===== src/rtl/airpong_pkg.sv =====
// Shared AirPong types and constants: object/HSV select
// encodings, screen geometry and the tracker FSM states.
package airpong_pkg;

  typedef enum logic [1:0] {
    PUCK    = 2'd0,
    PADDLE1 = 2'd1,
    PADDLE2 = 2'd2
  } obj_sel_e;

  typedef enum logic [1:0] {
    H = 2'd0,
    S = 2'd1,
    V = 2'd2
  } hsv_sel_e;

  localparam int SCREEN_W       = 640;
  localparam int SCREEN_H       = 480;
  localparam int MIN_PIXELS_DEF = 32;

  typedef enum logic [1:0] {
    IDLE  = 2'd0,
    DIV_X = 2'd1,
    DIV_Y = 2'd2,
    DONE  = 2'd3
  } trk_state_e;

endpackage


===== src/rtl/hsv_object_tracker_div.sv =====
// seq_divider: restoring unsigned divider, one quotient bit per
// cycle. Ports: start loads operands, done flags the last step
// while quotient carries the finished result combinationally.
module seq_divider #(
  parameter int W = 30
) (
  input  logic         clk,
  input  logic         reset,
  input  logic         start,
  input  logic [W-1:0] dividend,
  input  logic [W-1:0] divisor,
  output logic         done,
  output logic [W-1:0] quotient
);

  localparam int CW = $clog2(W + 1);

  logic [W-1:0]  dvd;
  logic [W-1:0]  dsr;
  logic [W:0]    rem;
  logic [CW-1:0] cnt;
  logic          run;

  logic [W:0]    sh;
  logic          ge;
  logic [W:0]    rem_n;

  always_comb begin
    sh       = {rem[W-1:0], dvd[W-1]};
    ge       = sh >= {1'b0, dsr};
    rem_n    = ge ? sh - {1'b0, dsr} : sh;
    quotient = {dvd[W-2:0], ge};
    done     = run && (cnt == CW'(1));
  end

  always_ff @(posedge clk or negedge reset) begin
    if (!reset) begin
      dvd <= '0;
      dsr <= '0;
      rem <= '0;
      cnt <= '0;
      run <= 1'b0;
    end else if (start) begin
      dvd <= dividend;
      dsr <= divisor;
      rem <= '0;
      cnt <= CW'(W);
      run <= 1'b1;
    end else if (run) begin
      dvd <= quotient;
      rem <= rem_n;
      cnt <= cnt - CW'(1);
      run <= (cnt != CW'(1));
    end
  end

endmodule


===== src/rtl/hsv_object_tracker.sv =====
// Per-object HSV window classifier, mask output and frame centroid.
// Optional crosshair output under AIRPONG_CROSSHAIR_EN.
module hsv_object_tracker
  import airpong_pkg::*;
#(
  parameter int HCOUNT_W   = 11,
  parameter int VCOUNT_W   = 10,
  parameter int SUM_W      = 30,
  parameter int CNT_W      = 19,
  parameter int MIN_PIXELS = MIN_PIXELS_DEF
) (
  input  logic                clk,
  input  logic                reset,
  input  logic                pixel_valid,
  input  logic                frame_end,
  input  logic [HCOUNT_W-1:0] hcount,
  input  logic [VCOUNT_W-1:0] vcount,
  input  logic [7:0]          h,
  input  logic [7:0]          s,
  input  logic [7:0]          v,
  input  logic [7:0]          h1_min,
  input  logic [7:0]          h1_max,
  input  logic [7:0]          h2_min,
  input  logic [7:0]          h2_max,
  input  logic [7:0]          s_min,
  input  logic [7:0]          s_max,
  input  logic [7:0]          v_min,
  input  logic [7:0]          v_max,
  output logic                mask,
  output logic                mask_valid,
  output logic [HCOUNT_W-1:0] x_center,
  output logic [VCOUNT_W-1:0] y_center,
  output logic                detected,
  output logic                centroid_valid,
  output logic                busy,
  output logic                overrun
`ifdef AIRPONG_CROSSHAIR_EN
  ,
  output logic                crosshair
`endif
);

  trk_state_e state, state_n;

  logic [SUM_W-1:0]    sum_x, sum_y;
  logic [CNT_W-1:0]    cnt;
  logic [SUM_W:0]      sx_add, sy_add;
  logic [CNT_W:0]      cn_add;
  logic [SUM_W-1:0]    sx_nxt, sy_nxt;
  logic [CNT_W-1:0]    cn_nxt;
  logic [SUM_W-1:0]    sy_snap;
  logic [CNT_W-1:0]    cn_snap;
  logic [HCOUNT_W-1:0] qx;
  logic [VCOUNT_W-1:0] qy;
  logic                det_n;

  logic                in_win;
  logic                fe_take;
  logic                go_div;
  logic                div_start;
  logic                div_done;
  logic [SUM_W-1:0]    div_dvd;
  logic [SUM_W-1:0]    div_dsr;
  logic [SUM_W-1:0]    div_q;
  logic                unused_q;

  assign in_win = pixel_valid
    && (((h >= h1_min) && (h <= h1_max))
     || ((h >= h2_min) && (h <= h2_max)))
    && (s >= s_min) && (s <= s_max)
    && (v >= v_min) && (v <= v_max);

  // Saturating accumulate; includes the pixel of this cycle so a
  // frame_end snapshot sees it.
  always_comb begin
    sx_add = {1'b0, sum_x} + (SUM_W+1)'(hcount);
    sy_add = {1'b0, sum_y} + (SUM_W+1)'(vcount);
    cn_add = {1'b0, cnt} + (CNT_W+1)'(1);
    sx_nxt = sum_x;
    sy_nxt = sum_y;
    cn_nxt = cnt;
    if (in_win) begin
      sx_nxt = sx_add[SUM_W] ? '1 : sx_add[SUM_W-1:0];
      sy_nxt = sy_add[SUM_W] ? '1 : sy_add[SUM_W-1:0];
      cn_nxt = cn_add[CNT_W] ? '1 : cn_add[CNT_W-1:0];
    end
  end

  assign fe_take = frame_end && (state == IDLE);
  assign go_div  = fe_take && (cn_nxt >= CNT_W'(MIN_PIXELS));

  // One divider serves both axes: y starts on the x done cycle.
  assign div_start = go_div || ((state == DIV_X) && div_done);
  assign div_dvd   = go_div ? sx_nxt : sy_snap;
  assign div_dsr   = go_div ? SUM_W'(cn_nxt) : SUM_W'(cn_snap);
  assign unused_q  = ^div_q[SUM_W-1:HCOUNT_W];

  seq_divider #(.W(SUM_W)) u_div (
    .clk      (clk),
    .reset    (reset),
    .start    (div_start),
    .dividend (div_dvd),
    .divisor  (div_dsr),
    .done     (div_done),
    .quotient (div_q)
  );

  always_comb begin
    state_n = state;
    case (state)
      IDLE:    if (fe_take) state_n = go_div ? DIV_X : DONE;
      DIV_X:   if (div_done) state_n = DIV_Y;
      DIV_Y:   if (div_done) state_n = DONE;
      default: state_n = IDLE;
    endcase
  end

  assign busy = (state == DIV_X) || (state == DIV_Y);

  always_ff @(posedge clk or negedge reset) begin
    if (!reset) state <= IDLE;
    else        state <= state_n;
  end

  always_ff @(posedge clk or negedge reset) begin
    if (!reset) begin
      mask           <= 1'b0;
      mask_valid     <= 1'b0;
      sum_x          <= '0;
      sum_y          <= '0;
      cnt            <= '0;
      sy_snap        <= '0;
      cn_snap        <= '0;
      qx             <= '0;
      qy             <= '0;
      det_n          <= 1'b0;
      x_center       <= '0;
      y_center       <= '0;
      detected       <= 1'b0;
      centroid_valid <= 1'b0;
      overrun        <= 1'b0;
    end else begin
      mask           <= in_win;
      mask_valid     <= pixel_valid;
      centroid_valid <= (state == DONE);
      if (frame_end) begin
        sum_x <= '0;
        sum_y <= '0;
        cnt   <= '0;
      end else begin
        sum_x <= sx_nxt;
        sum_y <= sy_nxt;
        cnt   <= cn_nxt;
      end
      if (frame_end && (state != IDLE)) overrun <= 1'b1;
      if (go_div) begin
        sy_snap <= sy_nxt;
        cn_snap <= cn_nxt;
      end
      if (fe_take) det_n <= go_div;
      if ((state == DIV_X) && div_done) qx <= div_q[HCOUNT_W-1:0];
      if ((state == DIV_Y) && div_done) qy <= div_q[VCOUNT_W-1:0];
      if (state == DONE) begin
        detected <= det_n;
        if (det_n) begin
          x_center <= qx;
          y_center <= qy;
        end
      end
    end
  end

`ifdef AIRPONG_CROSSHAIR_EN
  logic [HCOUNT_W-1:0] dx;
  logic [VCOUNT_W-1:0] dy;
  logic                xh;

  always_comb begin
    dx = (hcount >= x_center) ? hcount - x_center : x_center - hcount;
    dy = (vcount >= y_center) ? vcount - y_center : y_center - vcount;
    xh = pixel_valid && detected
      && (((dx == '0) && (dy <= VCOUNT_W'(8)))
       || ((dy == '0) && (dx <= HCOUNT_W'(8))));
  end

  always_ff @(posedge clk or negedge reset) begin
    if (!reset) crosshair <= 1'b0;
    else        crosshair <= xh;
  end
`endif

endmodule

===== config.mk =====
export PLATFORM = sky130hd
export DESIGN_NAME = hsv_object_tracker
export DESIGN_NICKNAME = d
export VERILOG_FILES = /design/src/rtl/airpong_pkg.sv /design/src/rtl/hsv_object_tracker_div.sv /design/src/rtl/hsv_object_tracker.sv
export SDC_FILE = /design/constraint.sdc
export NUM_CORES = 1
export LEC_CHECK = 0
export ABC_AREA = 1
export CAP_MARGIN = 5
export CORE_MARGIN = 4
export CORE_UTILIZATION = 47
export DETAILED_ROUTE_END_ITERATION = 12
export PLACE_DENSITY_LB_ADDON = 0.08
export SLEW_MARGIN = 20
export SYNTH_ARGS = -nofsm -noshare
export SYNTH_HDL_FRONTEND = slang
export SYNTH_HIERARCHICAL = 1
export SYNTH_SLANG_ARGS = --single-unit

===== constraint.sdc =====
create_clock -name clk -period 8.55 [get_ports clk]
set_input_delay 2.1375 -clock clk [delete_from_list [all_inputs] [get_ports clk]]
set_output_delay 2.1375 -clock clk [all_outputs]
set_load 0.05 [all_outputs]

# Word-level counts from Yosys, hierarchy flattened
# Index checks and enable logic that the tools add are counted.
totals:
  ff_bits: 274
  input_bits: 113
  output_inout_bits: 27
  word_cells: 90
op_classes:
  add_sub_neg: 5
  magnitude_cmp: 10
  n_eq_ne: 8
  n_mux: 25
  reduce_logical: 21
ops:
  columns: ["op", "count"]
  rows:
  - ["$mux W30", 12]
  - ["$mux W19", 4]
  - ["$ge A8 B8 Y1", 4]
  - ["$le A8 B8 Y1", 4]
  - ["$add A30 B10 Y31", 1]
  - ["$add A30 B11 Y31", 1]
  - ["$ge A31 B30 Y1", 1]
  - ["$sub A30 B30 Y30", 1]
  - ["$add A19 B1 Y20 const B", 1]
  - ["$ge A19 B6 Y1 const B", 1]
  - ["$logic_and A1 B1 Y1", 13]
  - ["$mux W5", 2]
  - ["$mux W2", 4]
  - ["$ne A2 B2 Y1 const B", 3]
  - ["$pmux W2 S3", 1]
  - ["$eq A5 B1 Y1 const B", 1]
  - ["$ne A5 B1 Y1 const B", 1]
  - ["$sub A5 B1 Y5 const B", 1]
  - ["$eq A2 B2 Y1 const B", 2]
  - ["$reduce_bool A2 Y1", 2]
  - ["$logic_or A1 B1 Y1", 3]
  - ["$reduce_and A3 Y1", 1]
  - ["$eq A2 B1 Y1 const B", 1]
  - ["$logic_not A2 Y1", 1]
  - ["other kinds (2)", 3]

# Logic depth before layout (Yosys ltp)
# Gate-level depths: netlist of run 1.
logic_depth:
  word_depth: 14
  depth_mapped: 30
  mapped_depth_nobuf: 26

# Modules after synthesis
# The synthesis of run 1 kept the hierarchy.
modules_own_cells:
  columns: ["module", "n_inst", "cells_each", "area_each_um2", "seq_area_each_um2"]
  rows:
  - ["hsv_object_tracker", 1, 1466, 11349.6, 4454.3]
  - ["seq_divider", 1, 1004, 6899.1, 2402.3]

# Worst setup path after synthesis of run 1
# OpenSTA, ideal clock, no wires.
synth_timing:
  kind: "in2reg"
  from: "input port v_max[7]"
  to: "register u_div.dvd[27]"
  setup_time_ns: 0.090
  t_arrival_ns: 4.944
  required_time_ns: 8.460
  slack_ns: 3.516
  stages: 21
  path_buffers: 3
  path_cell_list: "inv_1 > ha_1 > a21o_1 > nor2_1 > nand2_1 > nand2_1 > nand3_2 > nor2_4 > nand3_2 > buf_6 > o21ai_1 > nand2_1 > nor2_1 > nand2_2 > nand2_2 > buf_2 > nand2_1 > nor2_2 > clkinv_1 > clkbuf_1 > o221ai_1"
synth_between:
  elab_chain_cells: 7
  elab_cells_between_ends: 10
  classes_between: "order compare: 2; mux: 4; reduce/logical: 4"
synth_rtl:
  columns: ["item", "line_no", "rtl"]
  rows:
  - ["start, declared", "hsv_object_tracker.sv:28", "input logic [7:0] v_max,"]
  - ["$le A8 B8 Y1 *", "hsv_object_tracker.sv:71", "&& (v >= v_min) && (v <= v_max);"]
  - ["$logic_and A1 B1 Y1 *", "hsv_object_tracker.sv:71", null]
  - ["$mux W19 *", "hsv_object_tracker.sv:82", "if (in_win) begin"]
  - ["$ge A19 B6 Y1 *", "hsv_object_tracker.sv:90", "assign go_div = fe_take && (cn_nxt >= CNT_W'(MIN_PIXELS));"]
  - ["$logic_and A1 B1 Y1 *", "hsv_object_tracker.sv:90", null]
  - ["$logic_or A1 B1 Y1 *", "hsv_object_tracker.sv:93", "assign div_start = go_div || ((state == DIV_X) && div_done);"]
  - ["via div_start", "hsv_object_tracker.sv:60", "logic div_start;"]
  - ["$mux W30 / $reduce_bool A2 Y1 (equally long branches)", null, null]
  - ["end signal, assigned", "hsv_object_tracker_div.sv:44", "dvd <= dividend;"]
  - ["end signal, assigned", "hsv_object_tracker_div.sv:50", "dvd <= quotient;"]
  - ["end, declared", "hsv_object_tracker_div.sv:18", "logic [W-1:0] dvd;"]
# The timed path passes the listed nets; every way through them passes the cells marked *.
# A chain may end at the register's enable or synchronous reset.

# Final worst setup path of run 1
layout_timing:
  from: "input port v_min[7]"
  to: "register u_div.dvd[10]"
layout_between:
  elab_chain_cells: 8
  elab_cells_between_ends: 11
  classes_between: "order compare: 2; mux: 4; reduce/logical: 5"
layout_rtl:
  columns: ["item", "line_no", "rtl"]
  rows:
  - ["start, declared", "hsv_object_tracker.sv:27", "input logic [7:0] v_min,"]
  - ["$ge A8 B8 Y1 *", "hsv_object_tracker.sv:71", null]
  - ["$logic_and A1 B1 Y1 * (2 in a row)", "hsv_object_tracker.sv:71", null]
  - ["$mux W19 *", "hsv_object_tracker.sv:82", null]
  - ["$ge A19 B6 Y1 *", "hsv_object_tracker.sv:90", null]
  - ["$logic_and A1 B1 Y1 *", "hsv_object_tracker.sv:90", null]
  - ["$logic_or A1 B1 Y1 *", "hsv_object_tracker.sv:93", null]
  - ["via div_start", "hsv_object_tracker.sv:60", null]
  - ["$mux W30 / $reduce_bool A2 Y1 (equally long branches)", null, null]
# Marked as above.

==> out/metrics.cfg, run 1 <==
[critical_path]
cp.required_ns = 8.99
cp-start-kind = primary input
crit_fanout = 35
arrival_ns = 7.72
worstSetupStartpoint = v_min[7]
r2r_cells = 18
crit_path_end_kind = register
critPathKind = in2reg
r2r_start = cnt[0]$_DFF_PN0_

[global_route]
overflow = 0
antenna_found_initial = 0
grt_max_degree = 158
first_global_vias = 15377
track_usage = 0.236
grt_pass1_wl_um = 80900

[sta]
hold_viol = 0
fin_crit_ns = 7.28
setup_viol = 0
grt_setup_unrepaired = no
final.setup_skew_ns = 0.0157
relSlewSlack = 0.286
drv_slew = 0
whs_ns = 0.456
fmax_mhz = 137
finalSetupTns_ns = 0
period_share = 0.851
tightest_slew_ns = 1.07

[power_and_ir_drop]
power.density_nw_per_um2 = 269
pwr-share-comb = 0.466
pwr-share-seq = 0.307
power_mw = 5.57
vdd_drop_max_mv = 0.223
clkPwrFrac = 0.227
power_switching_share = 0.427
netSwitchingPower_mw = 2.38
p_leak_nw = 10.4
internal_power_mw = 3.19

[job]
maxCapViolCount = 0

[synth]
syn_inst = 2451
syn_area_per_cell_um2 = 7.39
synthesis.area_um2 = 18100
ys_warn_count = 6

[floorplanning]
initial_utilization = 0.478
die_area_um2 = 41700
die_h_um = 204
io_pins = 140
die_width_um = 204
fp.coreArea_um2 = 37800
rows = 71

[layout]
synthToLayoutAreaGrowth_pct = 14.4
layout_common_cells = nand2_1, inv_1, dfrtp_1
final_common_cell = nand2_1
antennaDiodeCount = 0
nNetsFinal = 2796
n_fill_cell = 3720
drive_above_1_share = 0.0601

[route]
drt_iter0_drc = 1072
via_per_inst = 5.15
ant_nets = 0
wl_per_cell_um = 16.0
vias = 15917
dr.pass1.iters = 5
route.detailed.drc = 0
wl_um = 49500

[clock_network]
cts_setup_buffers = 0
clockRootBuffer = clkbuf_16
cts.reportedPaths.clkPinSlew_ns = 0.06
cts.sinks = 274
cts_tree = built
clock_latency_ns = 0.57
ctsResizeCount = 0
numCtsBuffers = 31
ctsHtreeMaxLevel = 1
hold_buffers = 0
cts_buffer_depth = 3

[worst_hold_path]
hp-start = overrun$_DFFE_PN0P_
whs_path_depth = 1
hp-class = reg2reg

[placement]
finalWeightedCongestion = 0.988
port_buffers = 139
hpwl_um = 37600

[status]
status = completed

==> layout make-up <==
type | count | area (um^2) | area share
Tap cell | 511 | 639 | 0.0309
Inverter | 364 | 1370 | 0.0659
Clock buffer | 44 | 905 | 0.0437
Sequential cell | 274 | 6860 | 0.331
Multi-Input combinational cell | 1741 | 9420 | 0.455
Clock inverter | 11 | 65.1 | 0.00314
Timing Repair Buffer | 146 | 1470 | 0.0709
==> per-stage QoR <==
step	area (um^2)	setup WS, ns	cells	utilization
after CTS	20700	1.31	3091	0.547
after global routing	20700	0.790	3091	0.547
after global placement	19700	0.923	3036	0.522
after floorplan	18100	3.52	2461	-
after detailed placement	19700	0.710	3036	0.522
final	20700	1.27	3091	0.547
==> worst max-delay path: stages <==
cell and delay (ns):
clkdlybuf4s50_1 0.46, inv_1 0.04, ha_1 0.28, nand2_1 0.08, o2111ai_1 0.87, nand3_2 0.90
o21ai_1 0.50, nand2_1 0.10, nor2_1 0.14, nand2_2 0.09, nand2_4 0.08, nand2_2 0.08
nor2_2 0.15, buf_4 0.34, clkinv_1 0.90, o221ai_1 0.55
==> metal layers <==
| layer | global-route usage | up-vias | share of wire |
|---|---|---|---|
| met5 | 0 | - | 0 |
| met4 | 0.0471 | 0 | 0.016 |
| met3 | 0.0236 | 52 | 0.038 |
| met2 | 0.390 | 300 | 0.46 |
| met1 | 0.340 | 7420 | 0.49 |
| li1 | - | 8145 | - |
==> power by group through the flow <==
stage,Combinational (mW),Clock [mW],Sequential (mW)
finish,2.60,1.26,1.71
global route,2.97,1.37,1.74
CTS,2.61,1.30,1.71
detailed placement,2.60,0,1.73
global placement,2.56,0,1.73
floorplan,1.97,0,1.75
==> path summary, 6_finish.rpt <==
| path | endpoint | slack [ns] |
|---|---|---|
| worst max-delay path | u_div/dvd[10]$_DFFE_PN0P_ | 1.27 |
| worst min-delay path | overrun$_DFFE_PN0P_ | 0.46 |
| worst max register to register | u_div/dvd[10]$_DFFE_PN0P_ | 3.93 |
| worst min register to register | overrun$_DFFE_PN0P_ | 0.46 |
| max in group asynchronous | overrun$_DFFE_PN0P_ | 5.51 |
| min in group asynchronous | sum_y[12]$_DFF_PN0_ | 1.68 |
==> flip-flops by register name, indices dropped and copies added, names as in the netlist, 5 cells and up <==
signal     flops
u_div/dvd     30
u_div/dsr     30
x_center      11
qy            10
cnt           19
cn_snap       19
sum_x         30
qx            11
y_center      10
sy_snap       30
u_div/cnt      5
sum_y         30
u_div/rem     30
Note: power is estimated with default switching activity, not from simulation.
==> run 2: changes to the inputs <==
clock period = 8.7 ns   (was 8.55 ns; I/O delays follow)
==> run 2 against run 1 <==
Net effect:
- sequential share of layout area shrank 0.27 points
- first-iteration DRC count shrank 4.9%
- setup slack gained 0.32 ns
- flip-flop and latch count did not move
- non-clock buffer count rose by 2
- die area did not move
- worst hold slack gained 0.00073 ns
- final cell count is 0.13% higher
- critical path depth is 5 higher
==> out/metrics.cfg, run 2 (synthesized netlist as in run 1, its figures left out) <==
[placement]
finalWeightedCongestion = 0.939  ; was 0.988
port_buffers = 139  ; unchanged
place_inst = 3038  ; was 3036
hpwl_um = 38800  ; was 37600 um

[clock_network]
clockRootBuffer = clkbuf_16  ; unchanged
cts_setup_buffers = 0  ; unchanged
ctsResizeCount = 0  ; unchanged
clock_latency_ns = 0.57  ; about the same
cts.sinks = 274  ; unchanged
cts.reportedPaths.clkPinSlew_ns = 0.07  ; was 0.06 ns
ctsHtreeMaxLevel = 1  ; unchanged
cts_tree = built  ; unchanged
cts_buffer_depth = 3  ; unchanged
numCtsBuffers = 31  ; unchanged
hold_buffers = 0  ; unchanged

[critical_path]
slowest_stage = clkinv_1  ; was nand3_2
critPathBufInv = 3  ; was 4
critPathKind = in2reg  ; unchanged
cp-start-kind = primary input  ; unchanged
cp_common_cell = nand2_1
arrival_ns = 7.54  ; was 7.72 ns
cp_top_family = simple AND/OR/NAND/NOR gates  ; was compound AO/OA/AOI/OAI gates
crit_chain = clkdlybuf4s50_1 -> ha_1 -> nand2_1 -> nor2_1 -> nand4_1 -> nand3_1 -> nand2_1 -> nand2_1 -> nand3_2 -> nand2_1 -> nand2_1 -> nor2_1 -> nand2_1 -> nor2_1 -> nand2_2 -> nand2_4 -> nand2_2 -> buf_4 -> nor2_2 -> clkinv_1 -> o221ai_1  ; was clkdlybuf4s50_1 -> inv_1 -> ha_1 -> nand2_1 -> o2111ai_1 -> nand3_2 -> o21ai_1 -> nand2_1 -> nor2_1 -> nand2_2 -> nand2_4 -> nand2_2 -> nor2_2 -> buf_4 -> clkinv_1 -> o221ai_1
crit_path_end_kind = register  ; unchanged
crit_fanout = 93  ; was 35
cp.required_ns = 9.13  ; was 8.99 ns
cpPeakStageDelay_ns = 0.80  ; was 0.90 ns

[sta]
tightest_slew_ns = 1.02  ; was 1.07 ns
final.setup_skew_ns = 0.0160  ; was 0.0157 ns
drv_slew = 0  ; unchanged
fin_crit_ns = 7.10
hold_viol = 0  ; unchanged
finalSetupTns_ns = 0  ; unchanged
period_share = 0.817
fmax_mhz = 141
relSlewSlack = 0.316  ; was 0.286
setup_viol = 0  ; unchanged
grt_setup_unrepaired = no  ; unchanged

[layout]
final_common_cell = nand2_1  ; unchanged
layout_common_cells = nand2_1, inv_1, dfrtp_1  ; unchanged
antennaDiodeCount = 0  ; unchanged
synthToLayoutAreaGrowth_pct = 15.4  ; was 14.4%
stdcell_count = 3095  ; was 3091
drive_above_1_share = 0.0627  ; was 0.0601
nNetsFinal = 2798  ; was 2796

[global_route]
grt_max_degree = 155  ; was 158
overflow = 0  ; unchanged
grt_busiest_layer = met2  ; unchanged
grt_pass1_wl_um = 83500  ; was 80900 um
first_global_vias = 15766  ; was 15377
use_met2 = 0.393  ; was 0.390
grt_use_met3 = 0.0309  ; was 0.0236
met1_usage = 0.347  ; was 0.340
track_usage = 0.245  ; was 0.236
antenna_found_initial = 0  ; unchanged

[power_and_ir_drop]
vdd_drop_max_mv = 0.241  ; was 0.223 mV
p_leak_nw = 10.4  ; about the same
pwr-share-comb = 0.451  ; was 0.466
netSwitchingPower_mw = 2.39  ; was 2.38 mW
power.density_nw_per_um2 = 273  ; was 269 nW/um^2
pwr-share-seq = 0.295  ; was 0.307
internal_power_mw = 3.31  ; was 3.19 mW
clkPwrFrac = 0.254  ; was 0.227
power_switching_share = 0.420  ; was 0.427

[route]
vias = 16075  ; was 15917
via_per_inst = 5.19  ; was 5.15
wl_per_cell_um = 16.4  ; was 16.0 um
drt_iter0_drc = 1020  ; was 1072
dr.pass1.iters = 5  ; unchanged
route.detailed.drc = 0  ; unchanged
wl_um = 50900  ; was 49500 um
ant_nets = 0  ; unchanged

[floorplanning]
fp.coreArea_um2 = 37800  ; unchanged
die_h_um = 204  ; unchanged
initial_utilization = 0.478  ; unchanged
die_area_um2 = 41700  ; unchanged
die_width_um = 204  ; unchanged
rows = 71  ; unchanged
io_pins = 140  ; unchanged

[job]
maxCapViolCount = 0  ; unchanged

[status]
status = completed  ; unchanged

[worst_hold_path]
hp-class = reg2reg  ; unchanged

## run 2: changes by cell type in the layout (fill, tap and decap cells not counted), sizes merged
cell / previous run / this run
bufinv: 0 / 7
clkbuf: 44 / 37
inv: 361 / 364
buf: 9 / 11
clkinv: 10 / 8
clkinvlp: 4 / 5
## run 2: path summary, 6_finish.rpt
path / startpoint / to / slack (ns) / cells past startpoint
max reg2reg: cnt[0]$_DFF_PN0_ / u_div/dvd[20]$_DFFE_PN0P_ / 3.77 / 18
max in group asynchronous: reset / cnt[14]$_DFF_PN0_ / 5.60 / 2
min in group asynchronous: reset / sum_y[21]$_DFF_PN0_ / 1.70 / 1
min: overrun$_DFFE_PN0P_ / overrun$_DFFE_PN0P_ / 0.46 / 1
min reg2reg: overrun$_DFFE_PN0P_ / overrun$_DFFE_PN0P_ / 0.46 / 1
max: h[7] / u_div/dvd[20]$_DFFE_PN0P_ / 1.60 / 21
## run 2: cell type report
class	count	area (um^2)
fillers	3717	17000
multi-input cells	1741	9420
flip-flops and latches	274	6860
repair buffers	148	1470
inverters	364	1370
clock buffers	37	828
well taps	511	639
clock inverters	20	305
## run 2: metrics by stage
step           utilization  cell area [um^2]  hold slack [ns]  total power, mW  worst slack [ns]
2_1_floorplan            -             18100            0.438             3.66              3.63
3_3_place_gp         0.522             19800            0.439             4.23              1.07
3_5_place_dp         0.522             19800            0.448             4.27             0.920
4_1_cts              0.552             20900            0.463             5.75              1.46
5_1_grt              0.552             20900            0.488             6.19              1.11
6_report             0.552             20900            0.457             5.70              1.60
## run 2: metal layers
layer	routed length (um)	vias to the layer above	share of wire
li1	-	8136	-
met1	24100	7542	0.47
met2	23100	317	0.45
met3	2170	80	0.043
met4	1590	0	0.031
met5	0	-	0
## run 2: power by group through the flow
stage,combinational (mW),sequential [mW],clock [mW]
finish,2.57,1.68,1.45
floorplan,1.94,1.72,0
global route,2.94,1.71,1.54
detailed placement,2.56,1.70,0
CTS,2.58,1.68,1.49
global placement,2.53,1.70,0
